===== src/rtl/placar_display_scan.sv =====
// Scoreboard display back-end: binary score/shot-clock to BCD via shift-add-3, 4-digit 7-seg scan.
// New digits commit 14 cycles after a frame start (or reset release); no backpressure, pins always driven.
module placar_display_scan #(
  parameter int SCAN_DIV      = 12500,
  parameter bit BLANK_LEADING = 1'b1
) (
  input  logic       clk,
  input  logic       clr_n,
  input  logic [6:0] score,
  input  logic [4:0] shot_clock,
  output logic [6:0] seg,
  output logic [3:0] an,
  output logic       over99,
  output logic       conv_done
);

  localparam int            PW         = $clog2(SCAN_DIV);
  localparam logic [PW-1:0] PRESC_LAST = PW'(SCAN_DIV - 1);

  typedef enum logic [2:0] {IDLE, LOAD, CONV_S, CONV_C, COMMIT} state_t;

  state_t          state_q, state_d;
  logic [PW-1:0]   presc_q;
  logic [1:0]      idx_q;
  logic [3:0]      an_q;
  logic [6:0]      seg_q, seg_d;
  logic            over99_q, conv_done_q;
  logic [3:0][3:0] dig_q;
  logic [2:0]      cnt_q, cnt_d;
  logic [14:0]     sc_sr_q, sc_sr_d;
  logic [12:0]     sh_sr_q, sh_sr_d;
  logic            ovf_q, ovf_d;
  logic            tick, frame_tick;
  logic [3:0]      cur_dig;

  function automatic logic [7:0] dab_adj(input logic [7:0] b);
    logic [7:0] r;
    r[3:0] = (b[3:0] >= 4'd5) ? b[3:0] + 4'd3 : b[3:0];
    r[7:4] = (b[7:4] >= 4'd5) ? b[7:4] + 4'd3 : b[7:4];
    return r;
  endfunction

  function automatic logic [6:0] seg7(input logic [3:0] d);
    case (d)
      4'd0:    return 7'h40;
      4'd1:    return 7'h79;
      4'd2:    return 7'h24;
      4'd3:    return 7'h30;
      4'd4:    return 7'h19;
      4'd5:    return 7'h12;
      4'd6:    return 7'h02;
      4'd7:    return 7'h78;
      4'd8:    return 7'h00;
      4'd9:    return 7'h10;
      default: return 7'h7F;
    endcase
  endfunction

  assign tick       = (presc_q == PRESC_LAST);
  assign frame_tick = tick && (idx_q == 2'd3);
  assign cur_dig    = dig_q[idx_q];

  // Odd indices are the tens digits.
  always_comb begin
    seg_d = seg7(cur_dig);
    if (BLANK_LEADING && idx_q[0] && (cur_dig == 4'd0)) seg_d = 7'h7F;
  end

  always_comb begin
    state_d = state_q;
    cnt_d   = cnt_q;
    sc_sr_d = sc_sr_q;
    sh_sr_d = sh_sr_q;
    ovf_d   = ovf_q;
    case (state_q)
      IDLE: if (frame_tick) state_d = LOAD;
      LOAD: begin
        ovf_d   = (score > 7'd99);
        sc_sr_d = {8'd0, (score > 7'd99) ? 7'd99 : score};
        sh_sr_d = {8'd0, shot_clock};
        cnt_d   = 3'd0;
        state_d = CONV_S;
      end
      CONV_S: begin
        sc_sr_d = {dab_adj(sc_sr_q[14:7]), sc_sr_q[6:0]} << 1;
        cnt_d   = cnt_q + 3'd1;
        if (cnt_q == 3'd6) begin
          cnt_d   = 3'd0;
          state_d = CONV_C;
        end
      end
      CONV_C: begin
        sh_sr_d = {dab_adj(sh_sr_q[12:5]), sh_sr_q[4:0]} << 1;
        cnt_d   = cnt_q + 3'd1;
        if (cnt_q == 3'd4) state_d = COMMIT;
      end
      COMMIT:  state_d = IDLE;
      default: state_d = IDLE;
    endcase
  end

  always_ff @(posedge clk or negedge clr_n) begin
    if (!clr_n) begin
      state_q     <= LOAD;
      presc_q     <= '0;
      idx_q       <= 2'd0;
      an_q        <= 4'hF;
      seg_q       <= 7'h7F;
      over99_q    <= 1'b0;
      conv_done_q <= 1'b0;
      dig_q       <= '0;
      cnt_q       <= 3'd0;
      sc_sr_q     <= '0;
      sh_sr_q     <= '0;
      ovf_q       <= 1'b0;
    end else begin
      state_q     <= state_d;
      cnt_q       <= cnt_d;
      sc_sr_q     <= sc_sr_d;
      sh_sr_q     <= sh_sr_d;
      ovf_q       <= ovf_d;
      presc_q     <= tick ? '0 : presc_q + 1'b1;
      if (tick) idx_q <= idx_q + 2'd1;
      // Anodes dark for one cycle after each tick while seg settles on the new digit.
      an_q        <= tick ? 4'hF : ~(4'b0001 << idx_q);
      seg_q       <= seg_d;
      conv_done_q <= (state_q == COMMIT);
      if (state_q == COMMIT) begin
        dig_q    <= {sc_sr_q[14:11], sc_sr_q[10:7], sh_sr_q[12:9], sh_sr_q[8:5]};
        over99_q <= ovf_q;
      end
    end
  end

  assign seg       = seg_q;
  assign an        = an_q;
  assign over99    = over99_q;
  assign conv_done = conv_done_q;

  a_frame_in_idle: assert property (@(posedge clk) disable iff (!clr_n) frame_tick |-> state_q == IDLE);

endmodule


===== config.mk =====
export PLATFORM = sky130hd
export DESIGN_NAME = placar_display_scan
export DESIGN_NICKNAME = d
export VERILOG_FILES = /design/src/rtl/placar_display_scan.sv
export SDC_FILE = /design/constraint.sdc
export NUM_CORES = 1
export LEC_CHECK = 0
export CAP_MARGIN = 20
export CORE_AREA = 2 2 92 94
export DETAILED_ROUTE_END_ITERATION = 6
export DIE_AREA = 0 0 94 96
export GPL_TIMING_DRIVEN = 0
export PLACE_DENSITY = 0.72
export SETUP_SLACK_MARGIN = 0.5
export SLEW_MARGIN = 20
export SYNTH_ARGS = -nofsm -noshare
export SYNTH_HDL_FRONTEND = slang
export SYNTH_SLANG_ARGS = --single-unit

===== constraint.sdc =====
create_clock -name clk -period 2.2 [get_ports clk]
set_input_delay 0.66 -clock clk [delete_from_list [all_inputs] [get_ports clk]]
set_output_delay 0.66 -clock clk [all_outputs]
set_load 0.01 [all_outputs]

Word level (Yosys, flattened, before mapping) --
Memory sizes are Yosys's and may differ from the RTL's. Cells that the tools add are included.
Storage, ports and cells: output and inout bits 13, memories 1, word-level logic and storage cells 68, input bits 14, register bits 80, memory bits (read-only) 112
Memories:
- (name not given) | words 16, bits a word 7, read ports 1, clocked after memory_dff 0, write ports 0, line 44 | case (d)
Cells by class: shift operators 1, equality and inequality tests 11, reductions and logical operators 8, bitwise logic cells 1, muxes and demuxes 18, add/subtract/negate cells 7, order comparisons 6
Operator list (count):
- $pmux W15 S2 | 1
- $pmux W13 S2 | 1
- $mux W3 | 6
- $ge A4 B3 Y1 const B | 4
- $mux W4 | 4
- $add A14 B1 Y14 const B | 1
- $eq A14 B14 Y1 const B | 1
- $mux W14 | 1
- $mux W7 | 2
- $pmux W3 S4 | 1
- $eq A3 B3 Y1 const B | 3
- $pmux W3 S3 | 1
- $add A4 B2 Y4 const B | 2
- $bmux W4 S2 | 1
- $gt A7 B7 Y1 const B | 1
- $add A3 B2 Y3 const B | 2
- $eq A3 B2 Y1 const B | 2
- $ne A2 B2 Y1 const B | 3
- $logic_not A4 Y1 | 1
- $not A4 Y4 | 1
- $reduce_bool A2 Y1 | 2
- $shl A1 B2 Y4 const A | 1
- $add A3 B1 Y3 const B | 1
- $eq A3 B1 Y1 const B | 1
- other kinds (7) | 8

Logic depth before layout (Yosys ltp) --
depth in word-level cells 5, depth in mapped cells 8, mapped depth without buffers 7

Worst setup path before layout --
Ideal clock, no wire load.
path type register to register, start register presc_q[0], end register presc_q[12], period minus slack after synthesis 2.004 ns, stages on the path, launching flop included 7, library setup time 0.129 ns, buffers on the path 1, data arrival time 1.874 ns, setup slack 0.196 ns, required time 2.071 ns, cell sequence dfrtp_1 ha_1 or4b_4 or4_1 buf_2 o211ai_1 o31ai_1
On the way: cells in the longest elaborated chain, start to end 2, elaborated cells between the ends (all ways) 3, classes of those cells add/sub: 1; eq/ne: 1; mux: 1
Ends and longest elaborated chain:
- start, declared | line 23 | logic [PW-1:0] presc_q;
- start signal, assigned | line 122 | presc_q <= tick ? '0 : presc_q + 1'b1;
- $add A14 B1 Y14 or $eq A14 B14 Y1 (tied branches) | line 122, 59
- $mux W14 (*) | line 122
Every way passes the cells marked *; elsewhere a longest branch is shown, timed or not. A chain may end at the register's enable or synchronous reset.

Worst setup path after layout --
start register idx_q[0], end register seg_q[4], in the netlist seg[4]
On the way: cells in the longest elaborated chain, start to end 5, elaborated cells between the ends (all ways) 6, classes of those cells mux: 3; reduce/logical: 2; memory: 1
Ends and longest elaborated chain:
- start, declared | line 24 | logic [1:0] idx_q;
- start signal, assigned | line 123 | if (tick) idx_q <= idx_q + 2'd1;
- branches (longest 4 deep; another with $mem_v2 Z16 W7)
- $mux W7 (*) | line 66 | if (BLANK_LEADING && idx_q[0] && (cur_dig == 4'd0)) seg_d = 7'h7F;
- via seg_d[4] | line 26 | logic [6:0] seg_q, seg_d;
- end signal, assigned | line 126 | seg_q <= seg_d;
- end, declared | line 26
Mark *: on every way through the listed nets, which the timed path passes. The select of a mux whose other input is x is not followed.

==> flow_summary.rst <==
.. list-table::
   :header-rows: 1

   * - Metric
     - Value
   * - Diode insertion count for antenna repair
     - 0
   * - Signal arrival time at the worst endpoint
     - 2.23 ns
   * - Clock slew at the register clock pins of the worst setup and hold paths
     - 0.08 ns
   * - Startpoint class of the critical path
     - flip-flop
   * - H-tree depth
     - 3
   * - Startpoint of the worst setup timing path
     - idx_q[0]
   * - Routed Wire Length
     - roughly 7.7 mm
   * - Crit Path Max Fanout
     - 6
   * - Number of nets with antenna violations after routing
     - 0
   * - Final worst path period share
     - 0.879
   * - Global Route Usage Sum
     - 0.186
   * - Die Height
     - 96 um
   * - Status
     - finished, final reports clean
   * - Number of instances in the placed design
     - 486
   * - Insertion delay of the later-clocked pin in the worst-skew pair
     - approximately 0.35 ns
   * - Floorplan die area
     - 9020 um2
   * - Syn_nets
     - 389
   * - Final critical path time including I/O delays and setup
     - just under 2 ns
   * - Crit path to
     - seg[4]
   * - # rows
     - 33
   * - Number of DRC violations after detailed-routing iteration 0
     - 89
   * - Summed negative setup slack over all endpoints
     - 0 ns
   * - Final cell utilization of the core
     - 0.611
   * - Synthesized cell area
     - 3940 um2
   * - Worst R2R Path Depth
     - 8
   * - Layout cells sized above 1
     - 0.307
   * - CP bufs+invs
     - 2
   * - R2r setup slk
     - roughly 0.27 ns
   * - CP max stage delay
     - around 0.57 ns
   * - Weighted congestion at the end of routability-driven global placement
     - between 0.8 and 0.9
   * - # hold bufs at CTS
     - 0
   * - Worst Skew
     - 0.00927 ns
   * - Antenna violations before repair
     - 0
   * - Startpoint of the worst register-to-register path
     - idx_q[0]
   * - Maximum vdd drop
     - 0.256 mV
   * - Maximum number of pins on one net before global-route repair
     - 59
   * - RSZ-0062 raised after global routing
     - true
   * - Capturing element type of the critical path
     - flip-flop
   * - Net total in the final layout
     - between 400 and 500
   * - Power per unit of standard cell area
     - 573 nW/um2
   * - Finish-stage setup viols
     - 0
   * - Transition time at the pin with the least slew margin
     - 0.433 ns
   * - Worst Path Class, Setup
     - reg -> reg
   * - Gate family responsible for the most delay along the worst path
     - multiplexers
   * - Initial cell density of the core
     - 0.489
   * - DRC viols
     - 0
   * - Crit path max-delay cell type
     - mux4_2
   * - Clk Tree Root Cell
     - clkbuf_8
   * - Vias per inst
     - around 5.3
   * - Mean Syn Cell Area
     - ~11 um2
   * - R2R Path End
     - seg[4]
   * - Number of vias after detailed routing
     - 2814
   * - Count of TritonRoute iterations in the first routing pass
     - 4
   * - Number of unique standard cell types used by synthesis
     - 43
   * - Core box area
     - 8050 um2
   * - Area of all placed cells without fillers
     - 4920 um2
   * - TritonCTS clock tree
     - yes
   * - Width of the chip
     - 94 um
   * - Warning count from the yosys run
     - 0
   * - Leakage dissipation
     - 2.17 nW
   * - CP required
     - 2.50 ns
   * - Worst hold-check path type
     - in -> async
   * - Final Total Pwr
     - 2.82 mW
   * - Crit path depth
     - 8
   * - Detail-routed net length per standard cell
     - 14.4 um
   * - Number of flops mapped to enable cells by yosys
     - 0
   * - Overflow left after global routing
     - 0
   * - Fmax achieved
     - 517 MHz
   * - Final cell count without fillers
     - 532
   * - Synth-to-Final Area Change
     - 24.8%
   * - I/O pin count
     - 27
   * - Final-report max-slew violation count
     - 0
   * - Count of input and output buffers
     - 26
   * - CTS max path bufs
     - 2
   * - Sequential cell area fraction in the yosys report
     - 0.512
   * - Primary FF master, synth
     - dfrtp_1
   * - Headroom to the max-slew limit
     - 0.709
   * - Post-Syn Instances
     - about 350
   * - CTS Buf Count
     - 9
   * - Count of maximum capacitance violations
     - 0
   * - Vias in the first global route
     - 2753
   * - Cell Area, Placed
     - 4380 um2
   * - First-pass GRT wire length
     - roughly 13 mm
   * - Fillers
     - roughly 650
   * - Post-synthesis async set-or-reset flop share
     - 1.00
   * - Cell breakdown of the critical path
     - buf_6, mux4_2, inv_2, ha_4, nand2_2, nor3b_1, a21oi_1, o21a_1
   * - Number of hold-slack violations in the final timing report
     - 0
   * - Detail Placement HPWL
     - 4.97 mm
   * - # clock sinks
     - 80
   * - Flip-flop and latch count after synthesis
     - 80
-- layout by cell type, fill, tap and decap left out, types with 6 or more instances in the layout --
cell | netlist | final
ha_1 | 21 | 17
clkbuf_8 | 2 | 12
xor2_1 | 9 | 9
a22o_1 | 9 | 9
mux2i_1 | 10 | 10
a21oi_1 | 9 | 6
mux2_2 | 19 | 19
o21ai_0 | 30 | 26
dfstp_2 | 12 | 12
buf_2 | 3 | 12
clkdlybuf4s50_1 | 0 | 12
nand2b_1 | 6 | 6
nor2_1 | 19 | 17
inv_1 | 16 | 14
nand3_1 | 10 | 10
nand2_1 | 44 | 41
dfrtp_1 | 68 | 67
buf_4 | 0 | 31
xnor2_1 | 9 | 9
-- metrics by stage --
step                      setup WS, ns  hold slack (ns)
after floorplan                  0.244            0.364
after global placement           -2.34            0.453
after detailed placement        0.0538            0.461
after CTS                        0.297            0.191
after global routing             0.181            0.201
final                            0.267            0.196
-- Yosys cell counts (2+ instances only) --
library cell	number	area share
a21oi_1	9	0.011
a22o_1	9	0.020
a31oi_1	4	0.0064
and4_1	2	0.0044
buf_2	3	0.0038
clkbuf_1	7	0.0067
clkbuf_8	2	0.0070
dfrtp_1	68	0.43
dfstp_2	12	0.080
ha_1	21	0.067
inv_1	16	0.015
mux2_2	19	0.054
mux2i_1	10	0.025
mux4_2	4	0.023
nand2_1	44	0.042
nand2b_1	6	0.0095
nand3_1	10	0.013
nand3b_1	4	0.0076
nand4_1	3	0.0048
nor2_1	19	0.018
nor2b_1	5	0.0079
nor3_1	2	0.0025
nor3b_1	6	0.011
nor4_1	2	0.0032
o21a_1	2	0.0038
o21ai_0	30	0.038
o31ai_1	2	0.0038
or4b_4	2	0.0070
xnor2_1	9	0.020
xor2_1	9	0.020
-- how the worst min path moves through the flow --
stage | startpoint | to | cells past startpoint
after floorplan | clr_n | cnt_q[0] | 0
after global placement | sc_sr_q[1] | sc_sr_q[1] | 2
after detailed placement | sc_sr_q[1] | sc_sr_q[1] | 2
after CTS | clr_n | sh_sr_q[10] | 1
after global routing | clr_n | sh_sr_q[3] | 1
final | clr_n | sh_sr_q[10] | 1
-- state kept, by name, indices dropped and copies added, names as in the netlist, 2 cells and up --
name,cells
an,4
seg,7
idx_q,2
sh_sr_q,13
cnt_q,3
presc_q,14
sc_sr_q,15
state_q,3
dig_q,16
-- what timing repair did --
| item | 4_1_cts | 5_1_grt |
|---|---|---|
| setup endpoints to repair | 59 | 39 |
| pin swaps | 7 | 5 |
| setup buffers | 24 | 6 |
| gates resized for setup | 74 | 13 |
-- area by class of cell --
| cell class | count | area (um2) | share of cell area |
|---|---|---|---|
| flip-flops and latches | 80 | 2020 | 0.411 |
| multi-input cells | 245 | 1890 | 0.385 |
| repair buffers | 57 | 462 | 0.0939 |
| well taps | 105 | 131 | 0.0267 |
| clock buffers | 10 | 128 | 0.0260 |
| plain buffers | 13 | 119 | 0.0242 |
| clock inverters | 6 | 108 | 0.0219 |
| inverters | 16 | 60.1 | 0.0122 |
-- per-layer routing --
| layer | track usage | wire length (um) | vias up |
|---|---|---|---|
| met1 | 0.238 | 3460 | 1388 |
| met2 | 0.304 | 3810 | 48 |
| met3 | 0.0470 | 267 | 10 |
| met4 | 0.0761 | 117 | 0 |
| met5 | 0 | 0 | - |
| li1 | - | - | 1368 |
-- cells by family (layout without fill, tap and decap cells) --
kind of cell,after synthesis,in the layout,share of synthesized area
XOR/XNOR,18,18,0.0400
multiplexers,33,33,0.103
AO/OA/AOI/OAI,62,62,0.0966
AND/OR/NAND/NOR,111,111,0.146
flip-flops,80,80,0.512
adder cells (fa/ha/maj),21,21,0.0667
buffers and inverters,29,102,0.0356
-- report_power, final --
group          internal [mW]  leakage [nW]  switching, mW  total (mW)
Combinational         0.0275          1.06         0.0354      0.0629
Clock                  0.750         0.116          0.534        1.28
Sequential              1.47          1.00       0.000633        1.47
No activity file was read; power rests on OpenSTA's default activity.
